File: src/rtl/bus_mux_pkg.sv
// ----------------------------------------------------------------------------
// bus_mux_pkg
// Shared definitions for the registered CPU bus multiplexer:
//   - default data width and source count
//   - symbolic source indices for the register file and special registers
//   - source-selection mode encodings
// ----------------------------------------------------------------------------
package bus_mux_pkg;

    localparam int W_DEF = 32;
    localparam int N_DEF = 24;

    // Source indices on the shared bus
    localparam int R0     = 0;
    localparam int R1     = 1;
    localparam int R2     = 2;
    localparam int R3     = 3;
    localparam int R4     = 4;
    localparam int R5     = 5;
    localparam int R6     = 6;
    localparam int R7     = 7;
    localparam int R8     = 8;
    localparam int R9     = 9;
    localparam int R10    = 10;
    localparam int R11    = 11;
    localparam int R12    = 12;
    localparam int R13    = 13;
    localparam int R14    = 14;
    localparam int R15    = 15;
    localparam int HI     = 16;
    localparam int LO     = 17;
    localparam int ZHI    = 18;
    localparam int ZLO    = 19;
    localparam int PC     = 20;
    localparam int MDR    = 21;
    localparam int INPORT = 22;
    localparam int C      = 23;

    typedef enum logic {
        MODE_DIRECT = 1'b0,
        MODE_ARB    = 1'b1
    } mode_e;

endpackage

File: src/rtl/bus_mux_rr_arbiter.sv
// ----------------------------------------------------------------------------
// rr_arbiter
// Purely combinational round-robin selector. Scans pointer+1, pointer+2, ...
// (modulo N) and picks the first requester. The pointer register lives in
// the parent.
// Ports:
//   req     in  N   request vector
//   pointer in  SW  index of the last winner (lowest priority next round)
//   enable  in  1   when low, no grant is produced
//   grant   out N   one-hot grant (zero when nothing is found)
//   winner  out SW  index of the granted source
//   found   out 1   a requester was granted
// ----------------------------------------------------------------------------
module rr_arbiter #(
    parameter  int N  = 24,
    localparam int SW = $clog2(N)
) (
    input  logic [N-1:0]  req,
    input  logic [SW-1:0] pointer,
    input  logic          enable,
    output logic [N-1:0]  grant,
    output logic [SW-1:0] winner,
    output logic          found
);

    // Rotating priority scan starting just after the pointer
    always_comb begin
        int idx;
        idx    = 0;
        grant  = '0;
        winner = '0;
        found  = 1'b0;
        if (enable) begin
            for (int k = 1; k <= N; k++) begin
                idx = int'(pointer) + k;
                if (idx >= N) begin
                    idx = idx - N;
                end else begin
                    idx = idx;
                end
                if (!found && req[idx]) begin
                    found  = 1'b1;
                    winner = SW'(idx);
                end else begin
                    found  = found;
                end
            end
            if (found) begin
                grant[winner] = 1'b1;
            end else begin
                grant = '0;
            end
        end else begin
            found = 1'b0;
        end
    end

endmodule

File: src/rtl/bus_mux_rr.sv
// ----------------------------------------------------------------------------
// bus_mux_rr
// Registered N-source bus multiplexer with direct or round-robin source
// selection and a valid/ready output holding register.
// Optional parity feature: define BUS_MUX_RR_PARITY_EN.
// Ports:
//   clock      in  1    rising-edge clock
//   clear      in  1    synchronous active-high reset
//   src_data   in  N*W  packed sources, source i at [i*W +: W]
//   src_req    in  N    per-source request (arbitrated mode)
//   src_gnt    out N    combinational one-hot grant in the capture cycle
//   mode_arb   in  1    0 = direct select, 1 = round-robin
//   sel        in  SW   direct-mode source index
//   out_data   out W    registered bus value
//   out_src    out SW   index of the source held in out_data
//   out_valid  out 1    out_data holds an unconsumed value
//   out_ready  in  1    consumer accepts out_data this cycle
//   err_badsel out 1    one-cycle pulse: out-of-range sel was captured
//   src_par    in  N    (parity build) even parity per source
//   out_par    out 1    (parity build) parity bit registered with out_data
//   err_parity out 1    (parity build) one-cycle pulse on parity mismatch
// ----------------------------------------------------------------------------
module bus_mux_rr
    import bus_mux_pkg::*;
#(
    parameter  int W  = W_DEF,
    parameter  int N  = N_DEF,
    localparam int SW = $clog2(N)
) (
    input  logic           clock,
    input  logic           clear,
    input  logic [N*W-1:0] src_data,
    input  logic [N-1:0]   src_req,
    output logic [N-1:0]   src_gnt,
    input  logic           mode_arb,
    input  logic [SW-1:0]  sel,
    output logic [W-1:0]   out_data,
    output logic [SW-1:0]  out_src,
    output logic           out_valid,
    input  logic           out_ready,
`ifdef BUS_MUX_RR_PARITY_EN
    input  logic [N-1:0]   src_par,
    output logic           out_par,
    output logic           err_parity,
`endif
    output logic           err_badsel
);

    // Even parity: the XOR of data and its parity bit must be zero
    function automatic logic par_bad(input logic [W-1:0] d, input logic p);
        return (^d) ^ p;
    endfunction

    logic [W-1:0]  src_arr_s [N];
    logic [W-1:0]  out_data_d, out_data_q;
    logic [SW-1:0] out_src_d, out_src_q;
    logic          out_valid_d, out_valid_q;
    logic          err_badsel_d, err_badsel_q;
    logic [SW-1:0] ptr_d, ptr_q;
    logic [N-1:0]  gnt_s;
    logic          load_ok_s;
    logic          sel_ok_s;
    logic          arb_en_s;
    logic [N-1:0]  arb_gnt_s;
    logic [SW-1:0] arb_win_s;
    logic          arb_found_s;
`ifdef BUS_MUX_RR_PARITY_EN
    logic          out_par_d, out_par_q;
    logic          err_parity_d, err_parity_q;
`endif

    // Unpack the flat source bus into an indexable array
    always_comb begin
        for (int i = 0; i < N; i++) begin
            src_arr_s[i] = src_data[i*W +: W];
        end
    end

    assign load_ok_s = !out_valid_q || out_ready;
    assign sel_ok_s  = (int'(sel) < N);
    assign arb_en_s  = load_ok_s && (mode_arb == MODE_ARB) && !clear;

    rr_arbiter #(.N(N)) u_arb (
        .req     (src_req),
        .pointer (ptr_q),
        .enable  (arb_en_s),
        .grant   (arb_gnt_s),
        .winner  (arb_win_s),
        .found   (arb_found_s)
    );

    // Next-state selection: stall, direct capture, or arbitrated capture
    always_comb begin
        out_data_d   = out_data_q;
        out_src_d    = out_src_q;
        out_valid_d  = out_valid_q;
        ptr_d        = ptr_q;
        err_badsel_d = 1'b0;
        gnt_s        = '0;
`ifdef BUS_MUX_RR_PARITY_EN
        out_par_d    = out_par_q;
        err_parity_d = 1'b0;
`endif
        if (clear || !load_ok_s) begin
            // clear wins over any capture; a stall holds everything
            gnt_s = '0;
        end else if (mode_arb == MODE_DIRECT) begin
            out_src_d   = sel;
            out_valid_d = 1'b1;
            if (sel_ok_s) begin
                out_data_d = src_arr_s[sel];
                gnt_s[sel] = 1'b1;
`ifdef BUS_MUX_RR_PARITY_EN
                out_par_d    = src_par[sel];
                err_parity_d = par_bad(src_arr_s[sel], src_par[sel]);
`endif
            end else begin
                out_data_d   = '0;
                err_badsel_d = 1'b1;
`ifdef BUS_MUX_RR_PARITY_EN
                out_par_d    = 1'b0;
`endif
            end
        end else begin
            if (arb_found_s) begin
                out_data_d  = src_arr_s[arb_win_s];
                out_src_d   = arb_win_s;
                out_valid_d = 1'b1;
                ptr_d       = arb_win_s;
                gnt_s       = arb_gnt_s;
`ifdef BUS_MUX_RR_PARITY_EN
                out_par_d    = src_par[arb_win_s];
                err_parity_d = par_bad(src_arr_s[arb_win_s], src_par[arb_win_s]);
`endif
            end else begin
                // nobody asked: drop valid, keep data and pointer
                out_valid_d = 1'b0;
            end
        end
    end

    // State registers; pointer resets to N-1 so source 0 has first priority
    always_ff @(posedge clock) begin
        if (clear) begin
            out_data_q   <= '0;
            out_src_q    <= '0;
            out_valid_q  <= 1'b0;
            err_badsel_q <= 1'b0;
            ptr_q        <= SW'(N - 1);
`ifdef BUS_MUX_RR_PARITY_EN
            out_par_q    <= 1'b0;
            err_parity_q <= 1'b0;
`endif
        end else begin
            out_data_q   <= out_data_d;
            out_src_q    <= out_src_d;
            out_valid_q  <= out_valid_d;
            err_badsel_q <= err_badsel_d;
            ptr_q        <= ptr_d;
`ifdef BUS_MUX_RR_PARITY_EN
            out_par_q    <= out_par_d;
            err_parity_q <= err_parity_d;
`endif
        end
    end

    assign src_gnt    = gnt_s;
    assign out_data   = out_data_q;
    assign out_src    = out_src_q;
    assign out_valid  = out_valid_q;
    assign err_badsel = err_badsel_q;
`ifdef BUS_MUX_RR_PARITY_EN
    assign out_par    = out_par_q;
    assign err_parity = err_parity_q;
`endif

endmodule

File: config.mk
export PLATFORM = sky130hd
export DESIGN_NAME = bus_mux_rr
export DESIGN_NICKNAME = d
export VERILOG_FILES = /design/src/rtl/bus_mux_pkg.sv /design/src/rtl/bus_mux_rr_arbiter.sv /design/src/rtl/bus_mux_rr.sv
export SDC_FILE = /design/constraint.sdc
export NUM_CORES = 1
export LEC_CHECK = 0
export CELL_PAD_IN_SITES_DETAIL_PLACEMENT = 1
export CELL_PAD_IN_SITES_GLOBAL_PLACEMENT = 2
export CORE_AREA = 2 2 341 343
export DETAILED_ROUTE_END_ITERATION = 10
export DIE_AREA = 0 0 343 345
export PLACE_DENSITY = 0.69
export SYNTH_ARGS = -nofsm -noshare
export SYNTH_HDL_FRONTEND = slang
export SYNTH_SLANG_ARGS = --single-unit
File: constraint.sdc
create_clock -name clock -period 12 [get_ports clock]
set_clock_uncertainty 0.05 [all_clocks]
set_input_delay 2.4 -clock clock [delete_from_list [all_inputs] [get_ports clock]]
set_output_delay 2.4 -clock clock [all_outputs]
set_load 0.01 [all_outputs]
# ---- Yosys cells after proc, flatten, opt, wreduce, memory -nomap -nowiden
# Cells that the tools add are included.
dict set report word_totals {
  register_bits 44
  latch_bits 0
  mem_bits_rw 0
  mem_bits_ro 0
  in_bits 801
  out_inout_bits 63
  wordCells 389
  memories 0
}
dict set report classes {
  n_addsub 48
  mul 0
  n_div 0
  n_lt_le_gt_ge 55
  eq_ne 1
  n_shift 0
  mux 219
  bitwise_logic 3
  reduce_logical 58
}
# op count
set ops {}
lappend ops {{32-bit 2-to-1 mux} 55}
lappend ops {{32-bit by 6-bit >= comparator with 1-bit output, second input constant} 24}
lappend ops {{32-bit by 7-bit < comparator with 1-bit output, second input constant} 24}
lappend ops {{32-bit by 6-bit subtractor with 32-bit output, second input constant} 24}
lappend ops {{32-bit binary-select mux with 5-bit select} 2}
lappend ops {{24-bit 2-to-1 mux} 6}
lappend ops {{5-bit 2-to-1 mux} 28}
lappend ops {{1-bit binary-select mux with 5-bit select} 24}
lappend ops {{1-bit 2-to-1 mux} 102}
lappend ops {{5-bit by 5-bit adder with 6-bit output, second input constant} 9}
lappend ops {{5-bit by 4-bit adder with 6-bit output, second input constant} 8}
lappend ops {{1-bit logical AND} 27}
lappend ops {{1-bit zero test} 26}
lappend ops {{5-bit by 3-bit adder with 6-bit output, second input constant} 4}
lappend ops {{5-bit by 2-bit adder with 6-bit output, second input constant} 2}
lappend ops {{6-bit >= comparator, second input constant} 2}
lappend ops {{5-bit by 6-bit < comparator with 1-bit output, second input constant} 2}
lappend ops {{5-bit inverter with 6-bit output} 2}
lappend ops {{1-bit demux with 5-bit select} 2}
lappend ops {{5-bit by 1-bit >= comparator with 1-bit output, second input constant} 2}
lappend ops {{5-bit by 1-bit adder with 6-bit output, second input constant} 1}
lappend ops {{5-bit < comparator, second input constant} 1}
lappend ops {{3-bit AND reduction} 1}
lappend ops {{3-bit OR reduction} 1}
lappend ops {{other kinds (4)} 5}

# ---- Logic depth before layout (Yosys ltp)
# Gate-level depths: netlist (run 1).
dict set report depth {
  word_depth 111
  ltp_mapped 33
  mapped_depth_nobuf 23
}

# ---- Modules after synthesis
# Synthesis (run 1) repeated with hierarchy kept, for this count alone.
dict set report hier_totals {
  hier_cells 2312
  hier_area_um2 20668.6
}
# module n_inst cells_per_inst area_per_inst_um2 seq_area_each_um2
set by_module_without_submodules {}
lappend by_module_without_submodules {bus_mux_rr 1 1407 14167.3 880.8}
lappend by_module_without_submodules {rr_arbiter 1 905 6501.2 0.0}

# ---- Worst setup path after synthesis (run 1)
# OpenSTA, ideal clock, no wires.
dict set report synth_path {
  kind {input port to output port}
  startpoint {input src_req[3]}
  endpoint {output src_gnt[10]}
  arrival_time_ns 6.421
  t_required_ns 9.550
  path_slack_ns 3.129
  stages 18
  path_buffers 3
  cell_sequence {mux4_4 mux2_2 a21oi_1 a311oi_2 nor2_1 nand2b_4 or4_4 nor4_4 a221oi_1 o21ai_1 o21bai_2 nand2_1 buf_2 clkbuf_1 buf_2 nor2_1 a32oi_1 nor2_1}
}
dict set report synth_between {
  elab_chain_len 106
  word_cells_on_any_way 202
  classes_between {2 x order compare; 153 x mux; 47 x reduce/logical}
}
# element line_no
set synth_lines {}
lappend synth_lines {{start, declared} bus_mux_rr.sv:33} ;# input logic [N-1:0] src_req,
lappend synth_lines {{1-bit binary-select mux with 5-bit select} bus_mux_rr_arbiter.sv:41} ;# if (!found && req[idx]) begin
lappend synth_lines {{1-bit 2-to-1 mux (implied by the code) (2 in a row)} bus_mux_rr_arbiter.sv:41}
lappend synth_lines {{1-bit 2-to-1 mux} bus_mux_rr_arbiter.sv:41}
lappend synth_lines {{1-bit 2-to-1 mux} bus_mux_rr_arbiter.sv:33} ;# if (enable) begin
lappend synth_lines {{1-bit zero test} bus_mux_rr_arbiter.sv:41}
lappend synth_lines {{1-bit logical AND} bus_mux_rr_arbiter.sv:41}
lappend synth_lines {{1-bit 2-to-1 mux} bus_mux_rr_arbiter.sv:41}
lappend synth_lines {{1-bit 2-to-1 mux} bus_mux_rr_arbiter.sv:33}
lappend synth_lines {{(+89 left out)} -}
lappend synth_lines {{1-bit logical AND (implied by the code)} bus_mux_rr_arbiter.sv:49} ;# grant[winner] = 1'b1;
lappend synth_lines {{1-bit 2-to-1 mux (implied by the code)} bus_mux_rr_arbiter.sv:49}
lappend synth_lines {{1-bit demux with 5-bit select} -}
lappend synth_lines {{24-bit 2-to-1 mux} bus_mux_rr_arbiter.sv:48} ;# if (found) begin
lappend synth_lines {{24-bit 2-to-1 mux} bus_mux_rr_arbiter.sv:33}
lappend synth_lines {{24-bit 2-to-1 mux (*)} bus_mux_rr.sv:125} ;# if (arb_found_s) begin
lappend synth_lines {{24-bit 2-to-1 mux (*)} bus_mux_rr.sv:107} ;# end else if (mode_arb == MODE_DIRECT) begin
lappend synth_lines {{24-bit 2-to-1 mux (*)} bus_mux_rr.sv:104} ;# if (clear || !load_ok_s) begin
lappend synth_lines {{end, declared} bus_mux_rr.sv:34} ;# output logic [N-1:0] src_gnt,
# Mark *: on every way between the ends. The rest lies on a longest branch, timed or not. The select of a mux whose other input is x is not followed.

# ---- Worst setup path after layout (run 1)
dict set report layout_path {
  startpoint {input src_req[12]}
  endpoint {output src_gnt[7]}
}
# The elaborated chain is that of the path after synthesis.

==> impl_metrics.py, run 1 <==
metrics = {
    "routing": {
        "avgRoutedWirePerCell_um": 36.0,
        "drt_iter0_drc": 2530,
        "wl_um": 173000,
        "drcViolationCount": 0,
        "drtPass1Iterations": 5,
        "vias": 27600,
        "drtAntennaViolNets": 0,
        "viasPerCell": 5.72,
    },
    "die": {
        "start_util": 0.187,
        "ios": 864,
        "dieWidth_um": 343,
        "die-area_um2": 118000,
        "core_area_um2": 115000,
        "row_count": 125,
        "die_height_um": 345,
    },
    "timing": {
        "fin_crit_sh": 0.882,
        "rsz0062_at_grt": "false",
        "setup_viol": 0,
        "worst_pin_slew_ns": 1.32,
        "worst_slack_ns": 1.41,
        "timing.hold.ws_ns": 0.423,
        "fmax_mhz": 94.4,
        "drv_slew": 0,
        "maxSlewHeadroom": 0.115,
        "fin_crit_ns": 10.59,
        "tns_ns": 0,
        "hold_viol": 0,
    },
    "clocking": {
        "clockRootBuffer": "clkbuf_16",
        "h-tree-depth": 2,
        "postCtsSetupRepairBufs": 0,
        "cts_tree": "built",
        "clkLatencyLatePin_ns": 0.33,
        "cts_made_buffers": 5,
        "clkSlewWorstSetupHoldPaths_ns": 0.07,
        "clock-sinks": 44,
        "postCtsResizedCells": 0,
        "hold_buffers": 0,
        "clockBufferDepth": 2,
    },
    "grt": {
        "grt_max_degree": 120,
        "grt-ovfl-total": 0,
        "grtUsageTotal": 0.281,
        "antenna_found_initial": 98,
        "first_global_vias": 27500,
        "grt_pass1_wl_um": 233000,
    },
    "pwr": {
        "ir_worst_vdd_mv": 0.298,
        "p_clk_frac": 0.027,
        "p_comb_frac": 0.940,
        "netSwitchingPower_mw": 4.67,
        "p_int_mw": 2.89,
        "power_frac_seq": 0.033,
        "power_density_nw_per_um2": 236,
        "power_leakage_nw": 11.8,
        "switching_share": 0.617,
    },
    "synth": {
        "yosysWarnings": 0,
        "synth_edf_count": 0,
        "synth_cell_types": 112,
        "ys_ff_latch": 44,
        "yosysSeqAreaShare": 0.0408,
        "synthMuxAreaShare": 0.423,
        "synth-async-reset-ratio": 0,
        "yosys.area_share.adder": 0.0220,
        "synth_compound_area_frac": 0.254,
        "syn_nets": 3394,
        "avgSynthCellArea_um2": 8.45,
        "syn_area_um2": 21600,
        "synth_top_family_by_area": "multiplexers",
        "yosys.area_share.simple": 0.182,
        "synth_xor_area_frac": 0.00980,
        "syn_inst": 2555,
        "synth-main-ff-cell": "dfxtp_1",
    },
    "placement": {
        "place_hpwl_um": 140000,
        "dp.cells": 4768,
        "placed_cell_area_um2": 31700,
        "io_buffer_count": 863,
        "gp_congestion": 0.968,
        "dp_slack_ns": 1.53,
    },
    "finish": {
        "postLayoutCellArea_um2": 32000,
        "final_cells": 4824,
        "areaGrowthSynthToFinish_pct": 48.1,
        "fin_nets": 4090,
        "drive_gt1_frac": 0.153,
    },
    "worst_setup_path": {
        "crit_type": "input pin to output pin",
        "critPathArrivalTime_ns": 8.14,
        "end_kind": "output pin",
        "crit_fanout": 9,
        "startpoint_type": "input pin",
        "required_ns": 9.55,
    },
    "min_path": {
        "hp-class": "flip-flop to flip-flop",
    },
    "flow_run": {
        "maxCapViolations": 0,
    },
    "status": {
        "status": "complete, no violations",
    },
}
power groups by stage:
stage,Combinational (mW),Clock (mW),Sequential (mW)
after global routing,7.54,0.216,0.256
after detailed placement,6.99,0,0.252
after CTS,7.03,0.214,0.250
after global placement,7.05,0,0.250
after floorplan,4.39,0,0.264
final,7.10,0.206,0.251
metrics by stage:
stage / util / total power [mW]
3_3_place_gp: 0.275 / 7.30
3_5_place_dp: 0.275 / 7.24
2_1_floorplan: - / 4.65
6_report: 0.278 / 7.56
4_1_cts: 0.277 / 7.49
5_1_grt: 0.278 / 8.01
cell families after synthesis:
family	Yosys count
buffers and inverters	305
adder cells (fa/ha/maj)	38
AND/OR/NAND/NOR	787
AO/OA/AOI/OAI	761
multiplexers	601
flip-flops	44
XOR/XNOR	19
metal layers:
layer | share of wire | global-route usage | up-vias
li1 | - | - | 11700
met1 | 0.40 | 0.351 | 14200
met2 | 0.46 | 0.455 | 1406
met3 | 0.086 | 0.0720 | 294
met4 | 0.046 | 0.121 | 46
met5 | 0.0016 | 0 | -
cells in the mapped netlist, types with 8 or more instances:
master       n  area share
buf_2       66       0.015
o211ai_1    44       0.015
o21a_1      35       0.012
nor2b_1     44       0.013
nor3_1      66       0.015
buf_6       20       0.010
or4_1       35       0.012
o22ai_1     11      0.0032
nor3b_1     15      0.0052
a21oi_1    118       0.027
nand3_1     44       0.010
nand2b_1    11      0.0032
or3_1        8      0.0023
a22oi_1    128       0.045
mux2_1      38       0.020
o21ai_1     16      0.0037
o2111ai_1   36       0.015
o21ai_0     64       0.015
o31ai_1      9      0.0031
nor2_1     245       0.043
mux2i_1    241        0.11
inv_1       33      0.0057
buf_1       28      0.0049
buf_4       26      0.0090
a211oi_1   106       0.037
a311o_1     34       0.016
mux2_2      76       0.040
ha_1        38       0.022
clkbuf_1   124       0.022
dfxtp_1     44       0.041
xnor2_1     12      0.0049
and3_1      11      0.0032
a21o_1      15      0.0052
and3b_1     10      0.0041
nand2_1    207       0.036
and2_1      19      0.0055
a31oi_1     41       0.012
nand4_1     15      0.0043
mux4_2     229        0.24
mux2_4      16       0.011
worst paths after layout:
check / from / to / slack [ns] / cells after the start
max: src_req[12] / src_gnt[7] / 1.41 / 18
min: out_src[0]$_SDFFE_PP0P_ / out_src[0]$_SDFFE_PP0P_ / 0.42 / 2
max reg2reg: ptr_q[0]$_SDFFE_PP1P_ / out_data[30]$_SDFFE_PP0P_ / 3.01 / 24
min reg2reg: out_src[0]$_SDFFE_PP0P_ / out_src[0]$_SDFFE_PP0P_ / 0.42 / 2
final cells by class:
cell class | instances | area [um2]
fillers | 13500 | 83100
multi-input cells | 2206 | 19300
repair buffers | 954 | 9400
well taps | 1524 | 1910
flip-flops and latches | 44 | 883
inverters | 40 | 150
clock buffers | 6 | 139
diodes | 48 | 120
clock inverters | 2 | 38.8
sequential cells by signal (all words and copies together), names as in the netlist:
name,cells
ptr_q,5
out_valid,1
out_data,32
err_badsel,1
out_src,5
critical path, cell delays in order:
cell and delay (ns):
clkdlybuf4s50_1 0.50, mux4_2 0.49, mux2i_1 0.74, o21ai_1 0.28
a32oi_4 0.48, nand2_2 0.25, nor4_4 0.53, nand3_1 0.32
o22a_1 0.28, o21ai_0 0.07, a21oi_1 0.10, o21ai_1 0.40
nand2_1 0.13, nor2_1 0.11, buf_4 0.18, a22oi_1 0.08
nor2_1 0.12, clkdlybuf4s50_1 0.65
cells in the final DEF, fill, tap and decap left out, types with 36 or more instances in the layout:
master | Yosys | routed
a31oi_1 | 41 | 41
o21ai_0 | 64 | 64
mux2_2 | 76 | 76
mux2i_1 | 241 | 241
mux4_2 | 229 | 229
buf_4 | 26 | 85
nand3_1 | 44 | 43
clkdlybuf4s50_1 | 0 | 860
nor2_1 | 245 | 245
diode_2 | 0 | 48
nand2_1 | 207 | 201
nor3_1 | 66 | 64
mux2_1 | 38 | 38
o211ai_1 | 44 | 44
dfxtp_1 | 44 | 42
a21oi_1 | 118 | 118
a22oi_1 | 128 | 128
a211oi_1 | 106 | 106
o2111ai_1 | 36 | 36
nor2b_1 | 44 | 44
ha_1 | 38 | 37
(Power assumes the default switching activity.)
==> run 2: changes to the inputs <==
--- a/config.mk
+++ b/config.mk
@@ -11,6 +11,8 @@
 export DETAILED_ROUTE_END_ITERATION = 10
 export DIE_AREA = 0 0 343 345
 export PLACE_DENSITY = 0.69
+export REMOVE_ABC_BUFFERS = 1
+export SLEW_MARGIN = 5
 export SYNTH_ARGS = -nofsm -noshare
 export SYNTH_HDL_FRONTEND = slang
 export SYNTH_SLANG_ARGS = --single-unit
==> run 2 against run 1 <==
  * Clock power decreased by 14%
  * Critical path depth down 3
  * Critical endpoint is now src_gnt[9]
  * Critical path type unchanged
  * Flip-flop and latch count did not move
  * First-iteration DRC count grew 2.3%
  * Worst setup slack got worse by 0.34 ns
  * Combinational power fell by 1%
  * Non-clock buffer count shrank 19
  * Sequential share of layout area about the same
  * Power is 1.7% lower
  * Register-to-register slack lost 0.08 ns
  * Via count down 1.4%
==> impl_metrics.py, run 2 (same netlist as run 1, synthesis figures left out) <==
metrics = {
    "clocking": {
        "postCtsResizedCells": 0,
        "clkLatencyLatePin_ns": 0.32,
        "hold_buffers": 0,
        "cts_tree": "built",
        "clkSlewWorstSetupHoldPaths_ns": 0.07,
        "postCtsSetupRepairBufs": 0,
        "clockBufferDepth": 2,
        "clock-sinks": 44,
        "clockRootBuffer": "clkbuf_16",
        "cts_made_buffers": 5,
        "h-tree-depth": 2,
    },
    "die": {
        "dieWidth_um": 343,
        "die_height_um": 345,
        "row_count": 125,
        "ios": 864,
        "die-area_um2": 118000,
        "core_area_um2": 115000,
        "start_util": 0.187,
    },
    "routing": {
        "drt_iter0_drc": 2587,
        "avgRoutedWirePerCell_um": 35.2,
        "drtAntennaViolNets": 0,
        "viasPerCell": 5.67,
        "drcViolationCount": 0,
        "drtPass1Iterations": 5,
        "vias": 27200,
        "wl_um": 169000,
    },
    "pwr": {
        "p_comb_frac": 0.942,
        "netSwitchingPower_mw": 4.65,
        "power_frac_seq": 0.034,
        "ir_worst_vdd_mv": 0.232,
        "p_int_mw": 2.78,
        "power_density_nw_per_um2": 234,
        "p_clk_frac": 0.024,
        "power_leakage_nw": 11.7,
        "switching_share": 0.625,
    },
    "worst_setup_path": {
        "critPathArrivalTime_ns": 8.48,
        "r2r-start": "ptr_q[1]$_SDFFE_PP1P_",
        "r2r-end": "out_data[5]$_SDFFE_PP0P_",
        "end_kind": "output pin",
        "required_ns": 9.55,
        "crit_fanout": 13,
        "crit_type": "input pin to output pin",
        "reg2regPathDepth": 23,
        "startpoint_type": "input pin",
        "reg2reg_slack_ns": 2.93,
    },
    "min_path": {
        "hp-class": "flip-flop to flip-flop",
        "min_from": "out_src[0]$_SDFFE_PP0P_",
        "whs_endpoint": "out_src[0]$_SDFFE_PP0P_",
        "min_path_cells": 2,
    },
    "timing": {
        "fin_crit_ns": 10.93,
        "hold_viol": 0,
        "worst_pin_slew_ns": 1.20,
        "fin_crit_sh": 0.911,
        "tns_ns": 0,
        "rsz0062_at_grt": "false",
        "drv_slew": 0,
        "fmax_mhz": 91.5,
        "setup_viol": 0,
        "maxSlewHeadroom": 0.198,
        "timing.hold.ws_ns": 0.423,
    },
    "grt": {
        "grt-ovfl-total": 0,
        "grt_max_degree": 154,
        "first_global_vias": 27500,
        "grtUsageTotal": 0.274,
        "antenna_found_initial": 91,
        "grt_pass1_wl_um": 228000,
    },
    "finish": {
        "final_cell_mix": "clkdlybuf4s50_1 (860), nor2_1 (245), mux2i_1 (241)",
        "drive_gt1_frac": 0.148,
        "areaGrowthSynthToFinish_pct": 47.3,
        "largest_reg_flops": 32,
        "fin_nets": 4071,
        "layout_commonest_cell": "clkdlybuf4s50_1",
    },
    "placement": {
        "place_hpwl_um": 135000,
        "io_buffer_count": 863,
        "gp_congestion": 0.959,
    },
    "status": {
        "status": "complete, no violations",
    },
    "flow_run": {
        "maxCapViolations": 0,
    },
}
run 2: metal layers:
metal  GRT usage  up-vias  wire, um
met5           0        -        81
met4       0.118       14      7270
met3      0.0578      247     13900
met2       0.441     1374     78900
met1       0.352    14000     69100
li1            -    11600         -
run 2: how the worst max path moves through the flow:
stage / startpoint / to / slack (ns) / depth (start not counted)
global placement: src_req[11] / src_gnt[9] / 1.19 / 15
detailed placement: src_req[15] / src_gnt[17] / 1.22 / 15
global route: src_req[17] / src_gnt[16] / 0.79 / 15
CTS: src_req[17] / src_gnt[17] / 1.20 / 15
finish: src_req[17] / src_gnt[9] / 1.07 / 15
floorplan: ptr_q[1]$_SDFFE_PP1P_ / src_gnt[15] / -7.58 / 19
run 2: cell type report:
class	instances	area [um2]
Antenna cell	47	118
Clock buffer	5	125
Clock inverter	2	12.5
Fill cell	13500	83300
Inverter	40	150
Multi-Input combinational cell	2206	19300
Sequential cell	44	883
Tap cell	1524	1910
Timing Repair Buffer	935	9270
run 2: critical path, stage by stage:
cell             delay [ns]
clkdlybuf4s50_1        0.51
mux4_2                 0.53
mux2i_1                0.36
o21ai_1                0.17
a31oi_2                0.85
nand4_4                0.30
nor4_4                 0.76
nand3_1                0.35
nand3_1                0.18
nor4bb_1               0.09
o31ai_1                0.64
and2_0                 0.46
a32oi_1                0.18
nor2_1                 0.14
clkdlybuf4s50_1        0.55
run 2: power groups by stage:
stage | sequential, mW | clock, mW | combinational [mW]
after floorplan | 0.304 | 0 | 4.72
after global placement | 0.254 | 0 | 6.87
after detailed placement | 0.256 | 0 | 6.86
after CTS | 0.253 | 0.188 | 6.90
after global routing | 0.260 | 0.188 | 7.46
final | 0.254 | 0.177 | 7.00
run 2: metrics by stage:
| stage | cells | power [mW] | worst slack [ns] | cell area, um2 | util |
|---|---|---|---|---|---|
| CTS | 4756 | 7.34 | 1.20 | 31700 | 0.275 |
| global placement | 4749 | 7.12 | 1.19 | 31500 | 0.274 |
| finish | 4803 | 7.43 | 1.07 | 31800 | 0.276 |
| global route | 4791 | 7.90 | 0.788 | 31800 | 0.276 |
| floorplan | 2290 | 5.02 | -7.58 | 20300 | - |
| detailed placement | 4749 | 7.12 | 1.22 | 31500 | 0.274 |
